--- src/rtl/usb_uart_stream_bridge.sv ---
// USB <-> core byte-stream bridge: RX and TX show-ahead FIFOs with a
// runtime loopback/bridge switch, optional drop-on-overflow and flush.

module usb_uart_stream_bridge_fifo #(
  parameter int DATA_W     = 8,
  parameter int DEPTH_LOG2 = 4
) (
  input  logic                  clk,
  input  logic                  reset_n,
  input  logic                  flush,
  input  logic                  push,
  input  logic [DATA_W-1:0]     wdata,
  input  logic                  pop,
  output logic [DATA_W-1:0]     rdata,
  output logic                  full,
  output logic                  empty,
  output logic [DEPTH_LOG2:0]   level
);

  localparam int DEPTH = 1 << DEPTH_LOG2;

  logic [DATA_W-1:0]   mem [DEPTH];
  logic [DEPTH_LOG2:0] wr_ptr;
  logic [DEPTH_LOG2:0] rd_ptr;

  assign empty = (wr_ptr == rd_ptr);
  assign full  = (wr_ptr[DEPTH_LOG2] != rd_ptr[DEPTH_LOG2]) &&
                 (wr_ptr[DEPTH_LOG2-1:0] == rd_ptr[DEPTH_LOG2-1:0]);
  assign level = wr_ptr - rd_ptr;
  assign rdata = mem[rd_ptr[DEPTH_LOG2-1:0]];

  // Storage is not reset; the read side is masked by empty upstream.
  always_ff @(posedge clk) begin
    if (push && !flush) begin
      mem[wr_ptr[DEPTH_LOG2-1:0]] <= wdata;
    end
  end

  always_ff @(posedge clk or negedge reset_n) begin
    if (!reset_n) begin
      wr_ptr <= '0;
      rd_ptr <= '0;
    end else if (flush) begin
      wr_ptr <= '0;
      rd_ptr <= '0;
    end else begin
      if (push) begin
        wr_ptr <= wr_ptr + 1'b1;
      end
      if (pop) begin
        rd_ptr <= rd_ptr + 1'b1;
      end
    end
  end

endmodule

module usb_uart_stream_bridge #(
  parameter int DATA_W        = 8,
  parameter int DEPTH_LOG2    = 4,
  parameter bit OVERFLOW_DROP = 1'b0,
  parameter int CNT_W         = 8
) (
  input  logic                clk,
  input  logic                reset_n,
  input  logic                mode,
  input  logic                flush,
  input  logic [DATA_W-1:0]   usb_rx_data,
  input  logic                usb_rx_valid,
  output logic                usb_rx_ready,
  output logic [DATA_W-1:0]   usb_tx_data,
  output logic                usb_tx_valid,
  input  logic                usb_tx_ready,
  output logic [DATA_W-1:0]   core_rx_data,
  output logic                core_rx_valid,
  input  logic                core_rx_ready,
  input  logic [DATA_W-1:0]   core_tx_data,
  input  logic                core_tx_valid,
  output logic                core_tx_ready,
  output logic [DEPTH_LOG2:0] rx_level,
  output logic [DEPTH_LOG2:0] tx_level,
  output logic [CNT_W-1:0]    drop_cnt
);

  logic              run_q;
  logic              mode_q;

  logic              rx_full;
  logic              rx_empty;
  logic              rx_push;
  logic              rx_pop;
  logic [DATA_W-1:0] rx_head;

  logic              tx_full;
  logic              tx_empty;
  logic              tx_push;
  logic              tx_pop;
  logic [DATA_W-1:0] tx_head;
  logic [DATA_W-1:0] tx_wdata;

  logic              rx_take;
  logic              drop_hit;
  logic              move;
  logic              core_rx_pop;
  logic              core_tx_push;

  // run_q holds all ready outputs low while reset is asserted.
  always_ff @(posedge clk or negedge reset_n) begin
    if (!reset_n) begin
      run_q  <= 1'b0;
      mode_q <= 1'b0;
    end else begin
      run_q  <= 1'b1;
      mode_q <= mode;
    end
  end

  assign usb_rx_ready = run_q && !flush &&
                        (OVERFLOW_DROP ? 1'b1 : !rx_full);
  assign rx_take      = usb_rx_valid && usb_rx_ready;
  assign rx_push      = rx_take && !rx_full;
  assign drop_hit     = OVERFLOW_DROP && rx_take && rx_full;

  assign move         = run_q && !flush && !mode_q &&
                        !rx_empty && !tx_full;

  assign core_rx_valid = mode_q && !rx_empty && !flush;
  assign core_rx_data  = core_rx_valid ? rx_head : '0;
  assign core_rx_pop   = core_rx_valid && core_rx_ready;
  assign rx_pop        = move || core_rx_pop;

  assign core_tx_ready = run_q && !flush && mode_q && !tx_full;
  assign core_tx_push  = core_tx_valid && core_tx_ready;
  assign tx_push       = move || core_tx_push;
  assign tx_wdata      = mode_q ? core_tx_data : rx_head;

  assign usb_tx_valid  = !tx_empty && !flush;
  assign usb_tx_data   = usb_tx_valid ? tx_head : '0;
  assign tx_pop        = usb_tx_valid && usb_tx_ready;

  always_ff @(posedge clk or negedge reset_n) begin
    if (!reset_n) begin
      drop_cnt <= '0;
    end else if (flush) begin
      drop_cnt <= '0;
    end else if (drop_hit && (drop_cnt != '1)) begin
      drop_cnt <= drop_cnt + 1'b1;
    end
  end

  usb_uart_stream_bridge_fifo #(
    .DATA_W     (DATA_W),
    .DEPTH_LOG2 (DEPTH_LOG2)
  ) u_rx_fifo (
    .clk     (clk),
    .reset_n (reset_n),
    .flush   (flush),
    .push    (rx_push),
    .wdata   (usb_rx_data),
    .pop     (rx_pop),
    .rdata   (rx_head),
    .full    (rx_full),
    .empty   (rx_empty),
    .level   (rx_level)
  );

  usb_uart_stream_bridge_fifo #(
    .DATA_W     (DATA_W),
    .DEPTH_LOG2 (DEPTH_LOG2)
  ) u_tx_fifo (
    .clk     (clk),
    .reset_n (reset_n),
    .flush   (flush),
    .push    (tx_push),
    .wdata   (tx_wdata),
    .pop     (tx_pop),
    .rdata   (tx_head),
    .full    (tx_full),
    .empty   (tx_empty),
    .level   (tx_level)
  );

endmodule

--- config.mk ---
export PLATFORM = sky130hd
export DESIGN_NAME = usb_uart_stream_bridge
export DESIGN_NICKNAME = d
export VERILOG_FILES = /design/src/rtl/usb_uart_stream_bridge.sv
export SDC_FILE = /design/constraint.sdc
export NUM_CORES = 1
export LEC_CHECK = 0
export BUFFER_PORTS_ARGS = -buffer_cell sky130_fd_sc_hd__buf_4
export CAP_MARGIN = 15
export CORE_MARGIN = 2
export CORE_UTILIZATION = 55
export CTS_CLUSTER_DIAMETER = 80
export DETAILED_ROUTE_END_ITERATION = 6
export GPL_TIMING_DRIVEN = 0
export PLACE_DENSITY = 0.72
export SLEW_MARGIN = 20
export SYNTH_ARGS = -nofsm -noshare
export SYNTH_HDL_FRONTEND = slang
export SYNTH_SLANG_ARGS = --single-unit
--- constraint.sdc ---
create_clock -name clk -period 3.5 [get_ports clk]
set_clock_uncertainty 0.05 [all_clocks]
set_input_delay 0.175 -clock clk [delete_from_list [all_inputs] [get_ports clk]]
set_output_delay 0.175 -clock clk [all_outputs]
set_load 0.02 [all_outputs]
==> impl_metrics.py <==
metrics = {
    "outcome": {
        "status": "completed",
    },
    "routing": {
        "dr.pass1.iters": 5,
        "viasPerCell": 5.92,
        "wl_mm": 25.0,
        "ant_nets": 0,
        "drc": 0,
        "vias": 6254,
        "first_iter_violations": 456,
        "wire_per_inst_um": 23.6,
    },
    "timing": {
        "fin_crit_ns": 3.27,
        "slew-limit-headroom_pct": 49.0,
        "max_freq_ghz": 0.306,
        "hold_viol_final": 0,
        "setup_ws_ns": 0.230,
        "setup_viol": 0,
        "fin_crit_sh_pct": 93.4,
        "slew_violations": 0,
        "grt_setup_unrepaired": "no",
        "tightest_slew_ns": 0.766,
    },
    "finish": {
        "finalNetCount": 804,
        "layout_commonest_cell": "edfxtp_1",
        "design_area_um2": 13800,
        "drive_above_1_share_pct": 29.4,
        "area_growth_pct": 16.0,
        "insertedDiodeCount": 0,
        "final_cell_mix": "edfxtp_1 (256), buf_4 (67), mux4_2 (56), clkbuf_16 (29), mux2_2 (24)",
    },
    "grt": {
        "grt_max_degree": 23,
        "gr-total-overflow": 0,
        "grt_pass1_vias": 6509,
        "antenna_found_initial": 0,
        "grtUsageTotal_pct": 22.6,
        "grt_pass1_wl_mm": 37.7,
    },
    "synth": {
        "synth_seq_cells": 278,
        "synthFlopType": "edfxtp_1",
        "synth_cells": 660,
        "yosys.area.top_type": "edfxtp_1",
        "ys_async_sr_fraction_pct": 7.91,
        "synth_top_area_share_pct": 64.8,
        "synth.avg_cell_area_um2": 18.0,
        "yosysWarnings": 0,
        "yosysUniqueCellTypes": 56,
        "synth_edf_count": 256,
        "syn_area_um2": 11900,
        "synth-seq-area-share_pct": 69.5,
        "synthTopCellsByArea": "edfxtp_1 (65%), mux4_2 (11%), dfrtp_1 (4.6%), mux2_2 (2.3%), mux2i_1 (1.9%)",
    },
    "min_path": {
        "hold_path.class": "in2async",
    },
    "cts": {
        "root_buffer": "clkbuf_16",
        "numClockSinks": 278,
        "clk_pin_slew_ns": 0.06,
        "htreeDepth": 1,
        "max-clock-path-buffers": 3,
        "numCtsBuffers": 28,
        "postCtsSetupBuffers": 0,
        "clk_latency_ns": 0.53,
        "cts_tree": "built",
    },
    "power": {
        "power.leakage_nw": 4.82,
        "power_switching_mw": 1.72,
        "power_frac_comb_pct": 12.4,
        "p_clk_share_pct": 39.3,
        "intPower_mw": 5.92,
        "peakVddDrop_mv": 0.453,
        "seq_power_share_pct": 48.3,
        "p_sw_share_pct": 22.5,
        "p_per_area_nw_per_um2": 556,
        "power_mw": 7.64,
    },
    "placed_design": {
        "gp_congestion": 0.869,
        "dp.final_hpwl_mm": 17.1,
        "portBuffers": 53,
        "pre_cts_ws_ns": -0.351,
        "place_area_um2": 12700,
    },
    "floorplan": {
        "die_h_um": 151,
        "ios": 62,
        "rows": 53,
        "core_um2": 21100,
        "initial_utilization_pct": 56.2,
        "dieArea_um2": 22800,
        "die_w_um": 151,
    },
    "flow_run": {
        "maxCapViolCount": 0,
    },
    "critical_path": {
        "r2r-end": "u_tx_fifo.mem[0][4]$_DFFE_PP_",
        "path_class": "reg2reg",
        "reg2reg_depth": 8,
        "worstPathRequired_ns": 3.62,
        "path_max_fanout": 11,
        "rrSetupSlack_ns": 0.23,
        "rr_startpoint": "u_tx_fifo.rd_ptr[2]$_DFFE_PN0P_",
        "worstSetupStartpointType": "flop",
        "end_kind": "flop",
        "arrival_ns": 3.39,
    },
}
-- cells by family after synthesis --
| kind of cell | count (synthesis) | synth area share, % |
|---|---|---|
| AOI/OAI and AO/OA | 64 | 3.53 |
| xor gates and xnor gates | 14 | 1.10 |
| adders and majority gates | 20 | 2.24 |
| buffers and inverters | 61 | 2.65 |
| DFF | 278 | 69.5 |
| muxes | 104 | 15.0 |
| other | 2 | 0.0633 |
| and+or+nand+nor | 117 | 5.97 |
-- worst max-delay path, cell delays in order, from the launching register on --
cell and delay, ns:
dfrtp_1 0.60, clkinv_2 0.31, ha_1 0.44, and4_1 0.19, a21oi_1 0.35, and3_1 0.24
buf_6 0.13, buf_6 0.13, and4bb_1 0.47
-- routing by layer --
metal  share of wire [%]  up-vias  GRT usage, %
met1                  39     3243          28.0
met2                  54      150          41.3
met3                 4.0       40          3.34
li1                    -     2821             -
met4                 2.7        0          6.82
met5                   0        -             0
-- worst max path at each step --
stage / startpoint / endpoint / slack (ns) / cells after the start
2_1_floorplan: u_tx_fifo.rd_ptr[1]$_DFFE_PN0P_ / u_tx_fifo.mem[1][0]$_DFFE_PP_ / 0.18 / 9
3_3_place_gp: u_tx_fifo.rd_ptr[2]$_DFFE_PN0P_ / u_tx_fifo.mem[3][4]$_DFFE_PP_ / -0.90 / 8
3_5_place_dp: u_tx_fifo.rd_ptr[2]$_DFFE_PN0P_ / u_tx_fifo.mem[3][4]$_DFFE_PP_ / -0.35 / 9
4_1_cts: u_rx_fifo.rd_ptr[3]$_DFFE_PN0P_ / u_tx_fifo.mem[8][2]$_DFFE_PP_ / 0.03 / 10
5_1_grt: u_tx_fifo.rd_ptr[2]$_DFFE_PN0P_ / u_tx_fifo.mem[0][0]$_DFFE_PP_ / 0.02 / 8
6_report: u_tx_fifo.rd_ptr[2]$_DFFE_PN0P_ / u_tx_fifo.mem[0][4]$_DFFE_PP_ / 0.23 / 8
-- power by group through the flow --
stage / logic, mW / clock network, mW / registers, mW
after floorplan: 0.630 / 0 / 3.75
after global placement: 0.913 / 0 / 3.76
after detailed placement: 0.943 / 0 / 3.76
after CTS: 0.958 / 3.04 / 3.69
after global routing: 1.02 / 3.19 / 3.69
final: 0.949 / 3.00 / 3.69
-- through the flow --
stage	std cells	hold WS (ns)	util (%)	setup TNS (ns)
5_1_grt	1056	0.0495	65.2	0
6_report	1056	0.0319	65.2	0
4_1_cts	1056	0.0248	65.1	0
2_1_floorplan	667	-0.171	-	0
3_3_place_gp	995	0.0334	59.9	-27.59
3_5_place_dp	997	0.0441	60.2	-17.46
-- cells in the mapped netlist, types with 9 or more instances --
| cell type | number |
|---|---|
| inv_1 | 18 |
| nand2b_1 | 12 |
| nand2_1 | 22 |
| clkbuf_1 | 12 |
| xnor2_1 | 9 |
| mux2i_1 | 23 |
| and3_1 | 11 |
| o21ai_0 | 13 |
| buf_4 | 12 |
| nor2_1 | 20 |
| dfrtp_1 | 22 |
| ha_1 | 18 |
| o22ai_1 | 16 |
| mux4_2 | 56 |
| a21oi_1 | 12 |
| and2_1 | 9 |
| edfxtp_1 | 256 |
| mux2_2 | 24 |
-- cell type report --
type	count	area, µm²
buffer	37	225
clock buffer	38	759
clock inverter	13	173
fill	1415	7340
inverter	21	81.3
multi-input combinational	328	3410
sequential	278	8240
tap	275	344
timing repair buffer	66	523
-- registers in the layout (all words and copies together), names as in the netlist --
name	flops
u_rx_fifo.wr_ptr	5
u_tx_fifo.wr_ptr	5
u_tx_fifo.rd_ptr	5
mode_q	1
run_q	1
u_rx_fifo.rd_ptr	5
u_tx_fifo.mem	128
u_rx_fifo.mem	128
-- timing repair --
item	4_1_cts	5_1_grt
hold buffers	11	0
gates resized for setup	8	7
endpoints found under the setup margin	129	221
pin swaps	0	0
endpoints found under the hold margin	152	0
Note: power is estimated with default switching activity, not from simulation.
